`src/rtl/axi_traffic_pkg.sv`:
```
// Shared types and the data-pattern generator used by both the write-data
// path and the read-back checker of the AXI traffic master.
package axi_traffic_pkg;

    typedef enum logic [2:0] {
        ST_IDLE,
        ST_AW,
        ST_W,
        ST_B,
        ST_AR,
        ST_R,
        ST_NEXT
    } state_t;

    typedef enum logic [1:0] {
        MODE_ADDR,
        MODE_NADDR,
        MODE_LFSR,
        MODE_WALK
    } mode_t;

    localparam logic [31:0] LFSR_POLY = 32'h8020_0003;

    // Patterns are produced 64 bits wide; callers keep the low D_WIDTH bits.
    localparam int PAT_W = 64;

    // Data expected at beat byte-address addr. The LFSR is seeded with addr|1
    // and stepped d_level+1 times; its 32-bit state is replicated so that
    // data paths wider than 32 bits still see a full-width pattern.
    function automatic logic [PAT_W-1:0] pattern(mode_t mode, logic [PAT_W-1:0] addr,
                                                 int d_level, int d_width);
        logic [31:0]      s;
        logic [PAT_W-1:0] r;
        s = addr[31:0] | 32'd1;
        for (int i = 0; i < 8; i++) begin
            if (i <= d_level) begin
                s = s[0] ? ((s >> 1) ^ LFSR_POLY) : (s >> 1);
            end
        end
        case (mode)
            MODE_ADDR:  r = addr;
            MODE_NADDR: r = ~addr;
            MODE_LFSR:  r = {s, s};
            default:    r = PAT_W'(1) << ((addr >> d_level) % PAT_W'(d_width));
        endcase
        return r;
    endfunction

endpackage

```
`src/rtl/axi_traffic_cmp.sv`:
```
// Registered read-data compare with a saturating mismatch counter.
module axi_traffic_cmp
    import axi_traffic_pkg::*;
#(
    parameter int D_WIDTH = 16,
    parameter int ERR_W   = 16
) (
    input  logic               clk,
    input  logic               rstn,
    input  logic               clr,
    input  logic               vld_p0,
    input  logic               last_ok_p0,
    input  logic [D_WIDTH-1:0] rdata_p0,
    input  logic [D_WIDTH-1:0] exp_p0,
    output logic               error,
    output logic [ERR_W-1:0]   error_cnt
);

    logic             miss_p0;
    logic             err_p1;
    logic [ERR_W-1:0] cnt_p1;

    // Counter sticks at all-ones instead of wrapping back to a clean count.
    function automatic logic [ERR_W-1:0] sat_inc(logic [ERR_W-1:0] v);
        return (v == '1) ? v : v + ERR_W'(1);
    endfunction

    // A beat with wrong data and a wrong rlast still counts as a single error.
    assign miss_p0 = vld_p0 && ((rdata_p0 != exp_p0) || !last_ok_p0);

    // p0 -> p1: compare result registered; counter cleared when a run starts
    always_ff @(posedge clk or negedge rstn) begin
        if (!rstn) begin
            err_p1 <= 1'b0;
            cnt_p1 <= '0;
        end else begin
            err_p1 <= miss_p0;
            if (clr) begin
                cnt_p1 <= '0;
            end else if (miss_p0) begin
                cnt_p1 <= sat_inc(cnt_p1);
            end
        end
    end

    assign error     = err_p1;
    assign error_cnt = cnt_p1;

endmodule

```
`config.mk`:
```
export PLATFORM = sky130hd
export DESIGN_NAME = axi_traffic_cmp
export DESIGN_NICKNAME = d
export VERILOG_FILES = /design/src/rtl/axi_traffic_pkg.sv /design/src/rtl/axi_traffic_cmp.sv
export SDC_FILE = /design/constraint.sdc
export NUM_CORES = 1
export LEC_CHECK = 0
export ABC_CLOCK_PERIOD_IN_PS = 4300
export CAP_MARGIN = 20
export CORE_ASPECT_RATIO = 0.75
export CORE_UTILIZATION = 46
export CTS_BUF_LIST = sky130_fd_sc_hd__clkbuf_8
export DETAILED_ROUTE_END_ITERATION = 16
export MAX_ROUTING_LAYER = met4
export PLACE_DENSITY = 0.88
export SLEW_MARGIN = 20
export SYNTH_ARGS = -nofsm -noshare
export SYNTH_HDL_FRONTEND = slang
export SYNTH_SLANG_ARGS = --single-unit
export TNS_END_PERCENT = 30
```
`constraint.sdc`:
```
create_clock -name clk -period 4.3 [get_ports clk]
set_input_delay 0.43 -clock clk [delete_from_list [all_inputs] [get_ports clk]]
set_output_delay 0.43 -clock clk [all_outputs]
set_load 0.03 [all_outputs]
```
# ---- Word-level counts from Yosys, hierarchy flattened
# Cells that the tools add are included.
dict set report op_classes {
  n_addsub 1
  mul 0
  n_div 0
  magnitude_cmp 0
  n_eq_ne 3
  n_shift 0
  n_mux 3
  bitwise 0
  n_reduce_logical 5
}
# cell n
set op_table {}
lappend op_table {{$mux W16} 3}
lappend op_table {{$add A16 B1 Y16 const B} 1}
lappend op_table {{$eq A16 B16 Y1 const B} 1}
lappend op_table {{$ne A16 B16 Y1} 1}
lappend op_table {{$ne A2 B2 Y1 const B} 1}
lappend op_table {{$reduce_and A2 Y1} 1}
lappend op_table {{$reduce_bool A2 Y1} 1}
lappend op_table {{$logic_and A1 B1 Y1} 1}
lappend op_table {{$logic_not A1 Y1} 1}
lappend op_table {{$logic_or A1 B1 Y1} 1}
dict set report word_totals {
  regBits 17
  latch_bits 0
  mem_bits_rw 0
  rom_bits 0
  out_inout_bits 17
  n_memories 0
}

# ---- Logic depth before layout (Yosys ltp)
dict set report depth {
  depth_word 5
  mapped_depth 8
}

# ---- Worst setup path after synthesis
# Ideal clock, no wire load.
dict set report synth_timing {
  kind {register to register}
  from {register cnt_p1[13] (netlist: error_cnt[13])}
  to {register cnt_p1[9] (netlist: error_cnt[9])}
  setup_ns 0.125
  arrival_ns 1.796
  required_time_ns 4.175
  path_slack_ns 2.379
  stages_incl_launch_ff 8
  n_path_buf 1
  period_less_slack_ns 1.921
  path_cell_list {dfrtp_1 -> and4_1 -> and3_1 -> nand3_2 -> nand2_2 -> buf_2 -> nor3_1 -> mux2_2}
}
dict set report synth_between {
  elab_chain_cells 3
}
# item line
set synth_lines {}
lappend synth_lines {{start, declared} axi_traffic_cmp.sv:21} ;# logic [ERR_W-1:0] cnt_p1;
lappend synth_lines {{start signal, assigned} axi_traffic_cmp.sv:41} ;# cnt_p1 <= sat_inc(cnt_p1);
lappend synth_lines {{$eq A16 B16 Y1} axi_traffic_cmp.sv:25} ;# return (v == '1) ? v : v + ERR_W'(1);
lappend synth_lines {{$ne A2 B2 Y1 (no source line)} --}
lappend synth_lines {{$reduce_and A2 Y1 (no source line)} --}
# No other way between the ends.
# A chain may end at the register's enable or synchronous reset.

# ---- Worst setup path in the final report
dict set report layout_timing {
  from {input port exp_p0[6]}
  to {register cnt_p1[11] (netlist: error_cnt[11])}
}
dict set report layout_between {
  elab_chain_cells 5
}
# item line
set layout_lines {}
lappend layout_lines {{start, declared} axi_traffic_cmp.sv:14} ;# input logic [D_WIDTH-1:0] exp_p0,
lappend layout_lines {{$ne A16 B16 Y1} axi_traffic_cmp.sv:29} ;# assign miss_p0 = vld_p0 && ((rdata_p0 != exp_p0) || !last_ok_p0);
lappend layout_lines {{$logic_or A1 B1 Y1} axi_traffic_cmp.sv:29}
lappend layout_lines {{$logic_and A1 B1 Y1} axi_traffic_cmp.sv:29}
lappend layout_lines {{$reduce_bool A2 Y1 (no source line)} --}
lappend layout_lines {{$reduce_and A2 Y1 (no source line)} --}
# No other way between the ends.

==> metrics.yaml <==
hpwlAfterDp_um: 2430
final-hold-violation-count: 0
grt_pass1_wl_um: 5160
p_per_area_nw_per_um2: 204
dr.pass1.iters: 4
min_to: "error_cnt[7]$_DFFE_PN0P_"
layoutNonFillerInstCount: 214
via_per_inst: 5.61
drc: 0
busiest_layer: "met2"
core_area_um2: 2350
clock-sinks: 17
synth_simple_gate_area_share_pct: 30.2
synth_top_family_by_area: "simple AND/OR/NAND/NOR gates"
seq_area_frac_synth_pct: 36.3
grt_pass1_vias: 1143
synth_compound_area_share_pct: 12.7
ys_warn_count: 0
postCtsSetupBuffers: 0
layout_min_cycle_time_ns: 2.14
nFillCells: 172
grt_usage_pct: 26.2
rrSetupSlack_ns: 2.32
io_buffers: 53
outcome: "completed"
ctsHoldBuffers: 0
drt_iter0_drc: 68
crit_slowest_cell: "clkdlybuf4s50_1"
gp_congestion: 0.829
cts_buffer_depth: 2
tightest_slew_ns: 0.774
yosysUniqueCellTypes: 35
dpl.cell_count: 210
worstHoldStart: "error_cnt[7]$_DFFE_PN0P_"
area_delta_synth_final_pct: 50.3
startpoint_type: "primary input"
rows: 15
initial_utilization_pct: 50.0
cts-resized-gates: 0
intPower_mw: 0.272
root_buffer: "clkbuf_8"
crit_type: "in2reg"
place_ws_ns: 1.88
seq_area_um2: 425
grtUsageMet2_pct: 39.3
overflow: 0
gr-usage-met1_pct: 34.5
synth_xor_area_share_pct: 12.0
min_delay_path_depth: 2
cp-end-kind: "flop"
combPwrFrac_pct: 20.9
clockPowerShare_pct: 33.2
vias: 1201
required_ns: 4.44
layout_setup_ws_ns: 2.16
slew_viol_final: 0
yosys.area_share.adder_pct: 1.07
worstPathMaxFanout: 23
avgSynthCellArea_um2: 9.16
p_sw_mw: 0.0879
cap_violations: 0
netSwitchingFraction_pct: 24.4
clk_latency_ns: 0.25
setup_viol: 0
wl_um: 3200
antenna_found_initial: 0
htreeDepth: 1
clk_pin_slew_ns: 0.06
cts_buffers: 3
use_met3_pct: 6.25
ys_ff_latch: 17
ioPinCount: 54
syn_area_um2: 1170
die_w_um: 60.3
fin_skew_ns: 0.00215
postSynthCellCount: 128
r2r_end: "error_cnt[8]$_DFFE_PN0P_"
syn-num-nets: 166
n_antenna_cell: 0
drive_above_1_share_pct: 6.67
slowest_delay_ns: 0.48
grt_setup_unrepaired: "no"
hold_path_class: "reg2reg"
grt_max_degree: 24
setup_tns_ns: 0
arrival_ns: 2.28
max_freq_mhz: 468
r2r.worst_path.cells: 6
ir_drop_mv: 0.153
drtAntennaViolNets: 0
die-area_um2: 2760
maxSlewHeadroom_pct: 48.2
multi_input_area_um2: 711
r2r_start: "error_cnt[11]$_DFFE_PN0P_"
nNetsFinal: 219
path_cells: "clkdlybuf4s50_1, xor2_1, nor4_1, and3_1, and2_4, nor4b_1, mux2_2"
seqPwrFrac_pct: 45.9
wire_per_inst_um: 14.9
dieHeight_um: 45.7
cts_tree: "built"
synth.area.mux_share_pct: 4.70
p_leak_nw: 0.659
fin_crit_sh_pct: 49.7
## flip-flops by register name, indices dropped and copies added, names as in the netlist
register   flops
error_cnt     16
error          1
## cells by family after synthesis
kind of cell	count (synthesis)
AND/OR/NAND/NOR	59
XOR/XNOR	16
adder cells (fa/ha/maj)	1
AO/OA/AOI/OAI	23
multiplexers	5
buffers and inverters	7
flip-flops	17
## power by group through the flow
stage | clock (mW) | combinational (mW) | sequential [mW]
floorplan | 0 | 0.0241 | 0.172
global placement | 0 | 0.0735 | 0.168
detailed placement | 0 | 0.0755 | 0.168
CTS | 0.120 | 0.0755 | 0.165
global route | 0.125 | 0.0818 | 0.165
finish | 0.119 | 0.0751 | 0.165
## worst max-delay path, delay by kind of cell
family                    cells  cell delay (ns)
and+or+nand+nor               4             0.81
buffers and inverters         1             0.48
muxes                         1             0.37
xor gates and xnor gates      1             0.17
## how the worst max path moves through the flow
| stage | startpoint | to | slack [ns] | cells after the start |
|---|---|---|---|---|
| 2_1_floorplan | error_cnt[13]$_DFFE_PN0P_ | error_cnt[9]$_DFFE_PN0P_ | 2.38 | 7 |
| 3_3_place_gp | rdata_p0[6] | error_cnt[11]$_DFFE_PN0P_ | 1.97 | 7 |
| 3_5_place_dp | rdata_p0[6] | error_cnt[11]$_DFFE_PN0P_ | 1.88 | 7 |
| 4_1_cts | rdata_p0[6] | error_cnt[11]$_DFFE_PN0P_ | 2.15 | 7 |
| 5_1_grt | rdata_p0[6] | error_cnt[11]$_DFFE_PN0P_ | 2.06 | 7 |
| 6_report | exp_p0[6] | error_cnt[11]$_DFFE_PN0P_ | 2.16 | 7 |
## stage by stage
stage	cell area (um2)	hold WS (ns)	power, mW	util, %
global route	1760	0.610	0.372	75.1
finish	1760	0.568	0.360	75.1
CTS	1760	0.569	0.361	75.1
floorplan	1170	0.134	0.196	-
global placement	1720	0.553	0.241	73.2
detailed placement	1720	0.560	0.244	73.2
## synthesized netlist by cell type
cell type | count | area (um2)
nand4_1 | 4 | 25.0
a21oi_1 | 11 | 55.1
xor2_1 | 4 | 35.0
or4_1 | 7 | 52.6
nand2b_1 | 2 | 12.5
nand3_1 | 9 | 45.0
clkbuf_1 | 2 | 7.51
nand3_2 | 1 | 10.0
mux2i_1 | 1 | 10.0
nand4b_1 | 1 | 8.76
dfrtp_1 | 17 | 425
buf_6 | 1 | 11.3
and4_1 | 1 | 8.76
nand2_1 | 5 | 18.8
nand4bb_1 | 1 | 11.3
nor4b_1 | 1 | 8.76
nand3b_1 | 1 | 7.51
nand2_2 | 1 | 6.26
nor2b_1 | 4 | 25.0
nor2_1 | 8 | 30.0
o21ba_2 | 1 | 10.0
inv_1 | 2 | 7.51
o21a_1 | 1 | 7.51
nor3_1 | 4 | 20.0
ha_1 | 1 | 12.5
or3_1 | 1 | 6.26
mux2_2 | 4 | 45.0
o41ai_1 | 1 | 8.76
o31ai_1 | 9 | 67.6
and3_4 | 1 | 11.3
nor4_1 | 1 | 6.26
and2_4 | 1 | 8.76
buf_2 | 2 | 10.0
xnor2_1 | 12 | 105
and3_1 | 5 | 31.3
## layer usage
layer | wire [um] | vias to the layer above
met5 | 0 | -
met4 | 27 | 0
met3 | 148 | 5
met2 | 1490 | 44
met1 | 1530 | 572
li1 | - | 580
## placed cells by master (no fill, tap or decap), types with 2 or more instances in the layout
master           instances
clkdlybuf4s50_1         53
dfrtp_1                 17
xnor2_1                 12
a21oi_1                 11
nand3_1                  9
o31ai_1                  9
nor2_1                   8
or4_1                    7
and3_1                   5
nand2_1                  5
nand4_1                  4
nor3_1                   4
xor2_1                   4
nor2b_1                  4
mux2_2                   4
inv_1                    3
clkbuf_8                 3
nand2b_1                 2
## cell type report
cell class,count,area share [%]
multi-input cells,104,40.3
repair buffers,53,30.1
flip-flops and latches,17,24.1
well taps,34,2.41
clock buffers,3,2.34
inverters,2,0.426
clock inverters,1,0.213
No activity file was read; power rests on OpenSTA's default activity.
